### src/rtl/hyper_align_arbiter.sv
// Round-robin alignment arbiter for four LSAB requesters. It opens a DRAM page through a
// toggle handshake with the MCU and interleaves scheduler refreshes, which take priority.
module hyper_align_arbiter #(
  parameter logic [7:0] OPEN_TIMEOUT = 8'd200
) (
  input  logic        CLK,
  input  logic        RST,
  input  logic [3:0]  REQ,
  input  logic [79:0] PAGE_ADDR,
  output logic [3:0]  GRANT,
  input  logic        REFRESH_PULSE,
  output logic [19:0] MCU_PAGE_ADDR,
  output logic        MCU_OPEN,
  input  logic        MCU_OPEN_ACK,
  output logic        MCU_REFRESH_STROBE,
  input  logic        MCU_REFRESH_ACK,
  output logic        BUSY,
  output logic        TIMEOUT_ERR,
  output logic        RFRS_OVERFLOW
);

  typedef enum logic [1:0] {S_IDLE, S_OPEN, S_HOLD, S_REFRESH} state_t;

  state_t      state;
  logic [1:0]  pending;
  logic [1:0]  last;
  logic [1:0]  cur;
  logic [7:0]  tcnt;
  logic [1:0]  pick;
  logic        pick_valid;
  logic [19:0] page_sel;
  logic        open_idle;
  logic        rfrs_done;
  logic        rfrs_want;

  // Scan from last+1 around to last itself; first requester found wins.
  always_comb begin
    pick       = last;
    pick_valid = 1'b0;
    for (int unsigned k = 1; k <= 4; k++) begin
      if (!pick_valid && REQ[last + 2'(k)]) begin
        pick       = last + 2'(k);
        pick_valid = 1'b1;
      end
    end
  end

  always_comb begin
    case (pick)
      2'd0:    page_sel = PAGE_ADDR[19:0];
      2'd1:    page_sel = PAGE_ADDR[39:20];
      2'd2:    page_sel = PAGE_ADDR[59:40];
      default: page_sel = PAGE_ADDR[79:60];
    endcase
  end

  assign open_idle = (MCU_OPEN == MCU_OPEN_ACK);
  assign rfrs_done = (state == S_REFRESH) && (MCU_REFRESH_ACK == MCU_REFRESH_STROBE);
  // A pulse arriving in IDLE is served before any requester sampled on the same edge.
  assign rfrs_want = (pending != 2'd0) || REFRESH_PULSE;
  assign BUSY      = (state != S_IDLE);

  always_ff @(posedge CLK) begin
    if (!RST) begin
      state              <= S_IDLE;
      GRANT              <= '0;
      MCU_PAGE_ADDR      <= '0;
      MCU_OPEN           <= 1'b0;
      MCU_REFRESH_STROBE <= 1'b0;
      pending            <= '0;
      last               <= 2'd3;
      cur                <= '0;
      tcnt               <= '0;
      TIMEOUT_ERR        <= 1'b0;
      RFRS_OVERFLOW      <= 1'b0;
    end else begin
      case ({REFRESH_PULSE, rfrs_done})
        2'b10: begin
          if (pending == 2'd3) RFRS_OVERFLOW <= 1'b1;
          else                 pending       <= pending + 2'd1;
        end
        2'b01:   pending <= pending - 2'd1;
        default: ;
      endcase

      case (state)
        S_IDLE: begin
          if (rfrs_want) begin
            MCU_REFRESH_STROBE <= ~MCU_REFRESH_STROBE;
            state              <= S_REFRESH;
          end else if (pick_valid && open_idle) begin
            cur           <= pick;
            last          <= pick;
            MCU_PAGE_ADDR <= page_sel;
            MCU_OPEN      <= ~MCU_OPEN;
            tcnt          <= '0;
            state         <= S_OPEN;
          end
        end
        S_OPEN: begin
          if (MCU_OPEN_ACK == MCU_OPEN) begin
            if (REQ[cur]) begin
              GRANT <= 4'b0001 << cur;
              state <= S_HOLD;
            end else begin
              state <= S_IDLE;
            end
          end else begin
            tcnt <= tcnt + 8'd1;
            if (tcnt + 8'd1 == OPEN_TIMEOUT) begin
              TIMEOUT_ERR <= 1'b1;
              state       <= S_IDLE;
            end
          end
        end
        S_HOLD: begin
          if (!REQ[cur]) begin
            GRANT <= '0;
            state <= S_IDLE;
          end
        end
        S_REFRESH: begin
          if (rfrs_done) state <= S_IDLE;
        end
        default: state <= S_IDLE;
      endcase
    end
  end

endmodule

### config.mk
export PLATFORM = sky130hd
export DESIGN_NAME = hyper_align_arbiter
export DESIGN_NICKNAME = d
export VERILOG_FILES = /design/src/rtl/hyper_align_arbiter.sv
export SDC_FILE = /design/constraint.sdc
export NUM_CORES = 1
export LEC_CHECK = 0
export BUFFER_PORTS_ARGS = -buffer_cell sky130_fd_sc_hd__buf_2
export CAP_MARGIN = 20
export CORE_ASPECT_RATIO = 1.2
export CORE_UTILIZATION = 47
export DETAILED_ROUTE_END_ITERATION = 16
export PLACE_DENSITY = 0.81
export REMOVE_ABC_BUFFERS = 1
export SYNTH_ARGS = -nofsm -noshare
export SYNTH_HDL_FRONTEND = slang
export SYNTH_SLANG_ARGS = --single-unit
### constraint.sdc
create_clock -name CLK -period 2.3 [get_ports CLK]
set_clock_uncertainty 0.2 [all_clocks]
set_input_delay 0.46 -clock CLK [delete_from_list [all_inputs] [get_ports CLK]]
set_output_delay 0.46 -clock CLK [all_outputs]
set_load 0.02 [all_outputs]
# --- Word level (Yosys, flattened, before mapping) ---
# Cells that the tools add are included.
word_totals:
  register_bits: 44
  ram_bits: 0
  wordCells: 110
  in_bits: 89
  n_memories: 0
  mem_bits_ro: 0
  output_inout_bits: 29
  latch_bits: 0
op_classes:
  mul: 0
  bitwise: 4
  n_addsub: 6
  div_mod_pow: 0
  n_shift: 1
  eq_ne: 22
  muxes: 37
  n_reduce_logical: 24
  magnitude_cmp: 5
ops:
  columns: ["operator", "count"]
  rows:
  - ["20-bit case mux with 3 select lines", 1]
  - ["2-bit two-way mux", 12]
  - ["8-bit two-way mux", 3]
  - ["2-bit inequality test (second input constant)", 8]
  - ["8-bit case mux with 2 select lines", 1]
  - ["2-bit by 3-bit < comparator with 1-bit output (second input constant)", 5]
  - ["4-bit two-way mux", 3]
  - ["4-bit AND reduction", 3]
  - ["1-bit binary-select mux with 2-bit select", 5]
  - ["2-bit equality test (second input constant)", 5]
  - ["2-bit nonzero test", 5]
  - ["1-bit two-way mux", 9]
  - ["8-bit by 1-bit adder with 8-bit output (second input constant)", 1]
  - ["8-bit equality test (second input constant)", 1]
  - ["2-bit case mux with 4 select lines", 1]
  - ["4-bit case mux with 2 select lines", 1]
  - ["2-bit by 1-bit equality test with 1-bit output (second input constant)", 3]
  - ["3-bit inequality test (second input constant)", 2]
  - ["2-bit AND reduction", 3]
  - ["3-bit AND reduction", 2]
  - ["1-bit logical AND", 5]
  - ["2-bit by 1-bit adder with 2-bit output (second input constant)", 2]
  - ["2-bit adder (second input constant)", 2]
  - ["2-bit logical NOT", 2]
  - ["other kinds (7)", 14]

# --- Logic depth before layout (Yosys ltp) ---
# Gate-level depths: netlist of run 1.
depth:
  ltp_word: 17
  ltp_mapped: 8
  mapped_depth_nobuf: 6

# --- Least setup slack after synthesis of run 1 ---
# No wires, ideal clock.
synth_path:
  path_type: "input to register"
  from: "in REQ[0]"
  to: "reg MCU_PAGE_ADDR[0]"
  slack_ps: 103
  t_arrival_ps: 1876
  stages: 5
  t_required_ps: 1978
  setup_ps: 122
  n_path_buf: 1
  cell_sequence: "a21o_1 -> a31oi_1 -> buf_2 -> mux2_2 -> a221o_1"
synth_between:
  elab_chain_cells: 14
  word_cells_on_any_way: 28
  classes_between: "2 x eq/ne; 17 x mux; 9 x reduce/logical"
synth_rtl:
  columns: ["element", "line_no", "source"]
  rows:
  - ["start: declaration", "8", "input logic [3:0] REQ,"]
  - ["1-bit binary-select mux with 2-bit select", "41", "if (!pick_valid && REQ[last + 2'(k)]) begin"]
  - ["1-bit two-way mux (implied by the code)", "41", null]
  - ["1-bit two-way mux", "41", null]
  - ["1-bit logical NOT", "41", null]
  - ["1-bit logical AND", "41", null]
  - ["1-bit two-way mux", "41", null]
  - ["1-bit logical NOT", "41", null]
  - ["1-bit logical AND", "41", null]
  - ["1-bit two-way mux", "41", null]
  - ["1-bit logical NOT", "41", null]
  - ["1-bit logical AND", "41", null]
  - ["2-bit two-way mux or 1-bit two-way mux (tied branches)", "41", null]
  - ["2-bit equality test, or another cell as far along", "49", "case (pick)"]
  - ["20-bit case mux with 3 select lines or 3-bit AND reduction (tied branches)", null, null]
  - ["end signal: assignment", "94", "MCU_PAGE_ADDR <= page_sel;"]
  - ["end: declaration", "12", "output logic [19:0] MCU_PAGE_ADDR,"]
# Parallel ways exist; a longest one is shown, timed or not. The select of a mux whose other input is x is not followed.
# A chain may end at the register's enable or synchronous reset.

# --- Worst setup path after layout of run 1 ---
layout_path:
  from: "reg last[1]"
  to: "reg MCU_PAGE_ADDR[7]"
layout_between:
  elab_chain_cells: 15
  word_cells_on_any_way: 31
  classes_between: "3 x add/sub; 2 x eq/ne; 17 x mux; 9 x reduce/logical"
layout_rtl:
  columns: ["element", "line_no", "source"]
  rows:
  - ["start: declaration", "26", "logic [1:0] last;"]
  - ["start signal: assignment", "93", "last <= pick;"]
  - ["2-bit by 1-bit adder with 2-bit output", "41, 42", null]
  - ["1-bit binary-select mux with 2-bit select", "41", null]
  - ["1-bit two-way mux (implied by the code)", "41", null]
  - ["1-bit two-way mux", "41", null]
  - ["1-bit logical NOT", "41", null]
  - ["1-bit logical AND", "41", null]
  - ["1-bit two-way mux", "41", null]
  - ["1-bit logical NOT", "41", null]
  - ["1-bit logical AND", "41", null]
  - ["1-bit two-way mux", "41", null]
  - ["1-bit logical NOT", "41", null]
  - ["1-bit logical AND", "41", null]
  - ["2-bit two-way mux or 1-bit two-way mux (tied branches)", "41", null]
  - ["2-bit equality test, or another cell as far along", "49", null]
  - ["20-bit case mux with 3 select lines or 3-bit AND reduction (tied branches)", null, null]
# Parallel ways exist; a longest one is shown, timed or not. The select of a mux whose other input is x is not followed.

==> results of run 1 <==
[cell usage in the layout, fill, tap and decap left out, drive strengths merged, types with 2 or more instances in the layout]
| cell type | n |
|---|---|
| nand3b | 3 |
| nand2b | 4 |
| nand3 | 5 |
| mux2 | 20 |
| buf | 133 |
| o21ai | 11 |
| and3 | 3 |
| o211ai | 2 |
| a21oi | 8 |
| nand2 | 16 |
| a21boi | 3 |
| o21a | 4 |
| nor2 | 37 |
| a221o | 20 |
| dfxtp | 44 |
| clkbuf | 7 |
| xor2 | 2 |
| and2 | 2 |
| mux2i | 23 |
| xnor2 | 6 |
| nor2b | 3 |
| nor3 | 11 |
| ha | 2 |
| o2bb2ai | 2 |
| a31oi | 7 |
| inv | 5 |
[critical path: stages, from the launching register on]
cell,delay (ps)
dfxtp_1,470
nand3b_1,160
a31oi_4,260
buf_4,260
mux2_2,360
a221o_1,310
[logic make-up after synthesis]
family | after synthesis
AND/OR/NAND/NOR | 92
AO/OA/AOI/OAI | 66
multiplexers | 44
flip-flops | 44
buffers and inverters | 21
XOR/XNOR | 8
adder cells (fa/ha/maj) | 2
[worst paths after layout]
path	from	endpoint	slack [ps]	cells after the start
setup / recovery	last[1]	MCU_PAGE_ADDR[7]	160	5
hold / removal	GRANT[1]	GRANT[1]	250	2
hold reg to reg	GRANT[1]	GRANT[1]	250	2
setup reg to reg	last[1]	MCU_PAGE_ADDR[7]	160	5
[final cells by class]
| class | count | share of cell area |
|---|---|---|
| Clock buffer | 7 | 0.0258 |
| Timing Repair Buffer | 133 | 0.215 |
| Tap cell | 60 | 0.0225 |
| Clock inverter | 1 | 0.00225 |
| Multi-Input combinational cell | 212 | 0.465 |
| Sequential cell | 44 | 0.264 |
| Inverter | 5 | 0.00562 |
[routing by layer]
metal  part of all wire  wire, um  up-vias
met2               0.52      3400       86
li1                   -         -     1274
met1               0.40      2630     1151
met5                  0         0        -
met4              0.018       121        0
met3              0.061       397       10
[Yosys cell counts, types with 2 or more instances]
cell / number / area [um2]
nand2_1: 16 / 60.1
nor2b_1: 3 / 18.8
buf_2: 9 / 45.0
nor3_1: 11 / 55.1
buf_4: 3 / 22.5
and3_1: 3 / 18.8
nand3_1: 5 / 25.0
and2_1: 2 / 12.5
a221o_1: 20 / 200
o21ai_0: 11 / 55.1
a31oi_1: 7 / 43.8
xnor2_1: 6 / 52.6
nand3b_1: 3 / 22.5
a21boi_0: 3 / 22.5
xor2_1: 2 / 17.5
clkbuf_1: 4 / 15.0
mux2_2: 20 / 225
inv_1: 4 / 15.0
nand2b_1: 4 / 25.0
nor2_1: 36 / 135
o21a_1: 4 / 30.0
dfxtp_1: 44 / 881
mux2i_1: 23 / 230
o2bb2ai_1: 2 / 17.5
o211ai_1: 2 / 15.0
ha_1: 2 / 25.0
a21oi_1: 8 / 40.0
[metrics by stage]
step / TNS [ps] / hold WS (ps) / total power [mW] / std cells / worst slack (ps)
after floorplan: -46940 / 257 / 1.61 / 261 / -2180
after global placement: 0 / 240 / 1.94 / 454 / 38.7
after detailed placement: -387 / 243 / 1.97 / 454 / -34.6
after CTS: 0 / 255 / 2.47 / 462 / 149
after global routing: 0 / 284 / 2.60 / 462 / 30.1
final: 0 / 253 / 2.46 / 462 / 158
[sequential cells by signal, indices dropped and copies added, names as in the netlist]
signal / count
last: 2
pending: 2
cur: 2
MCU_OPEN: 1
MCU_REFRESH_STROBE: 1
MCU_PAGE_ADDR: 20
GRANT: 4
tcnt: 8
TIMEOUT_ERR: 1
state: 2
RFRS_OVERFLOW: 1
[power by group through the flow]
stage	logic (mW)	clock network, mW	registers (mW)
2_1_floorplan	0.586	0	1.02
3_3_place_gp	0.986	0	0.955
3_5_place_dp	1.01	0	0.959
4_1_cts	1.01	0.518	0.943
5_1_grt	1.09	0.550	0.957
6_report	1.01	0.507	0.945
==> flow_metrics.tcl, run 1 <==
set metrics [dict create \
    post-cts-setup-buffer-count 0 \
    timing.final.hold_violations 0 \
    hold_buffers 0 \
    use_met3 0.0495 \
    clkPwrFrac 0.206 \
    clk_pin_slew_worst_paths_ps 80 \
    dpl_cell_area_um2 3250 \
    cts_resized 0 \
    grt_usage 0.253 \
    final_max_slew_viol_count 0 \
    worstMarginPinSlew_ps 583 \
    synth_top_family_by_area "compound AO/OA/AOI/OAI gates" \
    die_y_um 82.1 \
    seq_area_um2 881 \
    area_delta_synth_final_pct 32.9 \
    yosysSeqAreaShare 0.350 \
    synth.area.mux_share 0.190 \
    htree_levels 2 \
    ys.flop_type "dfxtp_1" \
    outcome "complete, no violations" \
    synthXorXnorAreaFrac 0.0279 \
    cts_num_sinks 44 \
    p_seq_frac 0.384 \
    p_switching_mw 0.893 \
    endpoint_kind "flop" \
    yosys_warnings 0 \
    grt_pass1_vias 2407 \
    synth_edf_count 0 \
    grt_pass1_wl_mm 10.6 \
    grt_util_met1 0.279 \
    multi_input_area_um2 1550 \
    synthCells 277 \
    initial_core_util 0.498 \
    worstPathArrival_ps 2130 \
    synth_compound_area_frac 0.199 \
    timing.fmax_mhz 467 \
    vdd_ir_drop_max_v 0.000354 \
    clockBufferDepth 2 \
    synth-seq-cells 44 \
    avgSynthCellArea_um2 9.07 \
    synth-simple-area-share 0.183 \
    synth_area_um2 2510 \
    max_slew_margin 0.608 \
    diodes 0 \
    cts_made_buffers 5 \
    cp_data_required_time_ps 2290 \
    grt_setup_unrepaired "false" \
    grt_overflow 0 \
    p_int_mw 1.57 \
    clk_latency_ps 300 \
    routed_via_density 5.46 \
    gp_congestion 0.891 \
    min_period_ps 2140 \
    wl_per_cell_um 14.2 \
    die_w_um 68.8 \
    dp_hpwl_mm 4.98 \
    core_area_um2 5040 \
    die_area_um2 5650 \
    vias 2521 \
    wl_mm 6.55 \
    drt_pass1_iterations 4 \
    setup_viol 0 \
    busiest_layer "met2" \
    ant_nets 0 \
    synth_cell_types 47 \
    io_buffers 117 \
    async_reset_ff_frac 0 \
    hold_path_class "reg -> reg" \
    design_area_um2 3340 \
    grt_max_degree 30 \
    drt_iter0_markers 169 \
    cts_tree "done" \
    synth_fa_ha_area_frac 0.00996 \
    timing.final.crit_share 0.931 \
    power.leakage_nw 1.54 \
    combPwrFrac 0.411 \
    root_buffer "clkbuf_8" \
    final_nets 492 \
    cp-start-kind "flop" \
    critical_path_class "reg -> reg" \
    std_cell_rows 28 \
    drc 0 \
    drv_cap 0 \
    boundaryPins 118 \
    grt_use_met2 0.460 \
    switching_share 0.363 \
    antenna_found_initial 0 \
    n_fill_cell 412 \
    utilization 0.662 \
    cellPowerDensity_nw_per_um2 737 \
    crit_fanout 13 \
    drive_gt1_frac 0.418 \
]
Power figures use the tool's default switching activity.
==> run 2: changes to the inputs <==
--- a/config.mk
+++ b/config.mk
@@ -7,7 +7,6 @@
 export LEC_CHECK = 0
 export BUFFER_PORTS_ARGS = -buffer_cell sky130_fd_sc_hd__buf_2
 export CAP_MARGIN = 20
-export CORE_ASPECT_RATIO = 1.2
 export CORE_UTILIZATION = 47
 export DETAILED_ROUTE_END_ITERATION = 16
 export PLACE_DENSITY = 0.81
@@ -15,3 +14,4 @@
 export SYNTH_ARGS = -nofsm -noshare
 export SYNTH_HDL_FRONTEND = slang
 export SYNTH_SLANG_ARGS = --single-unit
+export TNS_END_PERCENT = 50
==> run 2 against run 1 <==
Wire length grew 1.5%. Critical path depth is 2 higher. Hold slack worse by 1.6 ps. First-iteration DRC count is 29% lower. Via count increased by 1.8%. Cell count increased by 2.8%. Sequential power rose by 1%. Total power up 3.4%. Critical endpoint is now MCU_PAGE_ADDR[19]. Largest cell class unchanged.
==> flow_metrics.tcl, run 2 (synthesis results as in run 1) <==
set metrics [dict create \
    final_nets 495 \
    worstMarginPinSlew_ps 371 \
    root_buffer "clkbuf_8" \
    min_period_ps 2120 \
    setup_tns_ps 0 \
    vdd_ir_drop_max_v 0.000357 \
    crit_fanout 37 \
    pre_cts_slack_ps 38.1 \
    htree_levels 2 \
    power.leakage_nw 1.57 \
    cellPowerDensity_nw_per_um2 748 \
    drv_cap 0 \
    grt_overflow 0 \
    die_y_um 75.1 \
    grt_usage 0.244 \
    die_area_um2 5640 \
    combPwrFrac 0.391 \
    boundaryPins 118 \
    p_int_mw 1.65 \
    final_cells 475 \
    grt_pass1_vias 2416 \
    final_common_cell "buf_2" \
    cp-start-kind "flop" \
    endpoint_kind "flop" \
    clockBufferDepth 2 \
    antenna_found_initial 0 \
    grt_pass1_wl_mm 10.5 \
    top_regs "MCU_PAGE_ADDR: 20 flops, tcnt: 8 flops, GRANT: 4 flops" \
    std_cell_rows 26 \
    utilization 0.663 \
    timing.final.crit_share 0.923 \
    worst_slack_ps 177 \
    n_fill_cell 433 \
    area_delta_synth_final_pct 35.5 \
    cp_data_required_time_ps 2290 \
    cts_resized 0 \
    top_register "MCU_PAGE_ADDR" \
    place_inst 467 \
    p_total_mw 2.55 \
    timing.final.hold_violations 0 \
    wl_per_cell_um 14.0 \
    cts_tree "done" \
    timing.fmax_mhz 471 \
    largest_reg_flops 20 \
    p_switching_mw 0.897 \
    max_slew_margin 0.752 \
    core_area_um2 5140 \
    worstPathArrival_ps 2110 \
    seq_area_um2 881 \
    final_max_slew_viol_count 0 \
    wl_mm 6.64 \
    cts_made_buffers 5 \
    io_buffers 117 \
    layout_common_cells "buf_2 (117), dfxtp_1 (44), nor2_1 (36), mux2i_1 (23)" \
    outcome "complete, no violations" \
    post-cts-setup-buffer-count 0 \
    drt_iter0_markers 120 \
    clk_pin_slew_worst_paths_ps 90 \
    diodes 0 \
    dp_hpwl_mm 5.10 \
    grt_setup_unrepaired "false" \
    gp_congestion 0.820 \
    setup_viol 0 \
    multi_input_area_um2 1550 \
    vias 2566 \
    routed_via_density 5.40 \
    critical_path_class "reg -> reg" \
    p_seq_frac 0.375 \
    drc 0 \
    cts_num_sinks 44 \
    initial_core_util 0.489 \
    switching_share 0.352 \
    drt_pass1_iterations 7 \
    ant_nets 0 \
    die_w_um 75.1 \
    grt_max_degree 38 \
    drive_gt1_frac 0.425 \
    hold_buffers 0 \
    clkPwrFrac 0.234 \
    clk_latency_ps 300 \
    hold_path_class "reg -> reg" \
]
-- run 2: cell count changes in the layout (fill, tap and decap cells not counted), sizes merged --
| cell | delta |
|---|---|
| clkbuf | -2 |
| buf | +3 |
| bufinv | +1 |
| clkinv | +1 |
-- run 2: worst paths after layout --
path              startpoint                 to  slack (ps)  cells past startpoint
setup reg to reg     last[1]  MCU_PAGE_ADDR[19]         180                      7
setup / recovery     last[1]  MCU_PAGE_ADDR[19]         180                      7
hold reg to reg     GRANT[1]           GRANT[1]         250                      2
hold / removal      GRANT[1]           GRANT[1]         250                      2
-- run 2: power groups by stage --
stage / Sequential, mW / Clock (mW) / Combinational (mW)
after floorplan: 1.02 / 0 / 0.586
after global placement: 0.966 / 0 / 0.968
after detailed placement: 0.967 / 0 / 0.994
after CTS: 0.953 / 0.605 / 0.999
after global routing: 0.970 / 0.634 / 1.09
final: 0.954 / 0.597 / 0.997
-- run 2: final cells by class --
cell class	instances	share of cell area
timing repair buffer	136	0.221
tap	70	0.0257
sequential	44	0.259
clock inverter	3	0.0125
clock buffer	5	0.0202
multi-input combinational	212	0.456
inverter	5	0.00551
-- run 2: routing by layer --
metal	GRT usage	wire, um	vias up
li1	-	-	1277
met1	0.269	2730	1183
met2	0.456	3420	96
met3	0.0589	402	10
met4	0.0802	93	0
met5	0	0	-
-- run 2: worst max-delay path, stage by stage, from the launching register on --
cell and delay (ps):
dfxtp_1 460, nand3b_1 160, a31oi_4 230, buf_12 250
buf_4 180, mux2i_1 190, nor2_1 60, a221o_1 260
-- run 2: per-stage QoR --
step,hold WS [ps],area (um2)
floorplan,257,2430
global placement,237,3290
detailed placement,244,3290
CTS,254,3410
global route,276,3410
finish,252,3410
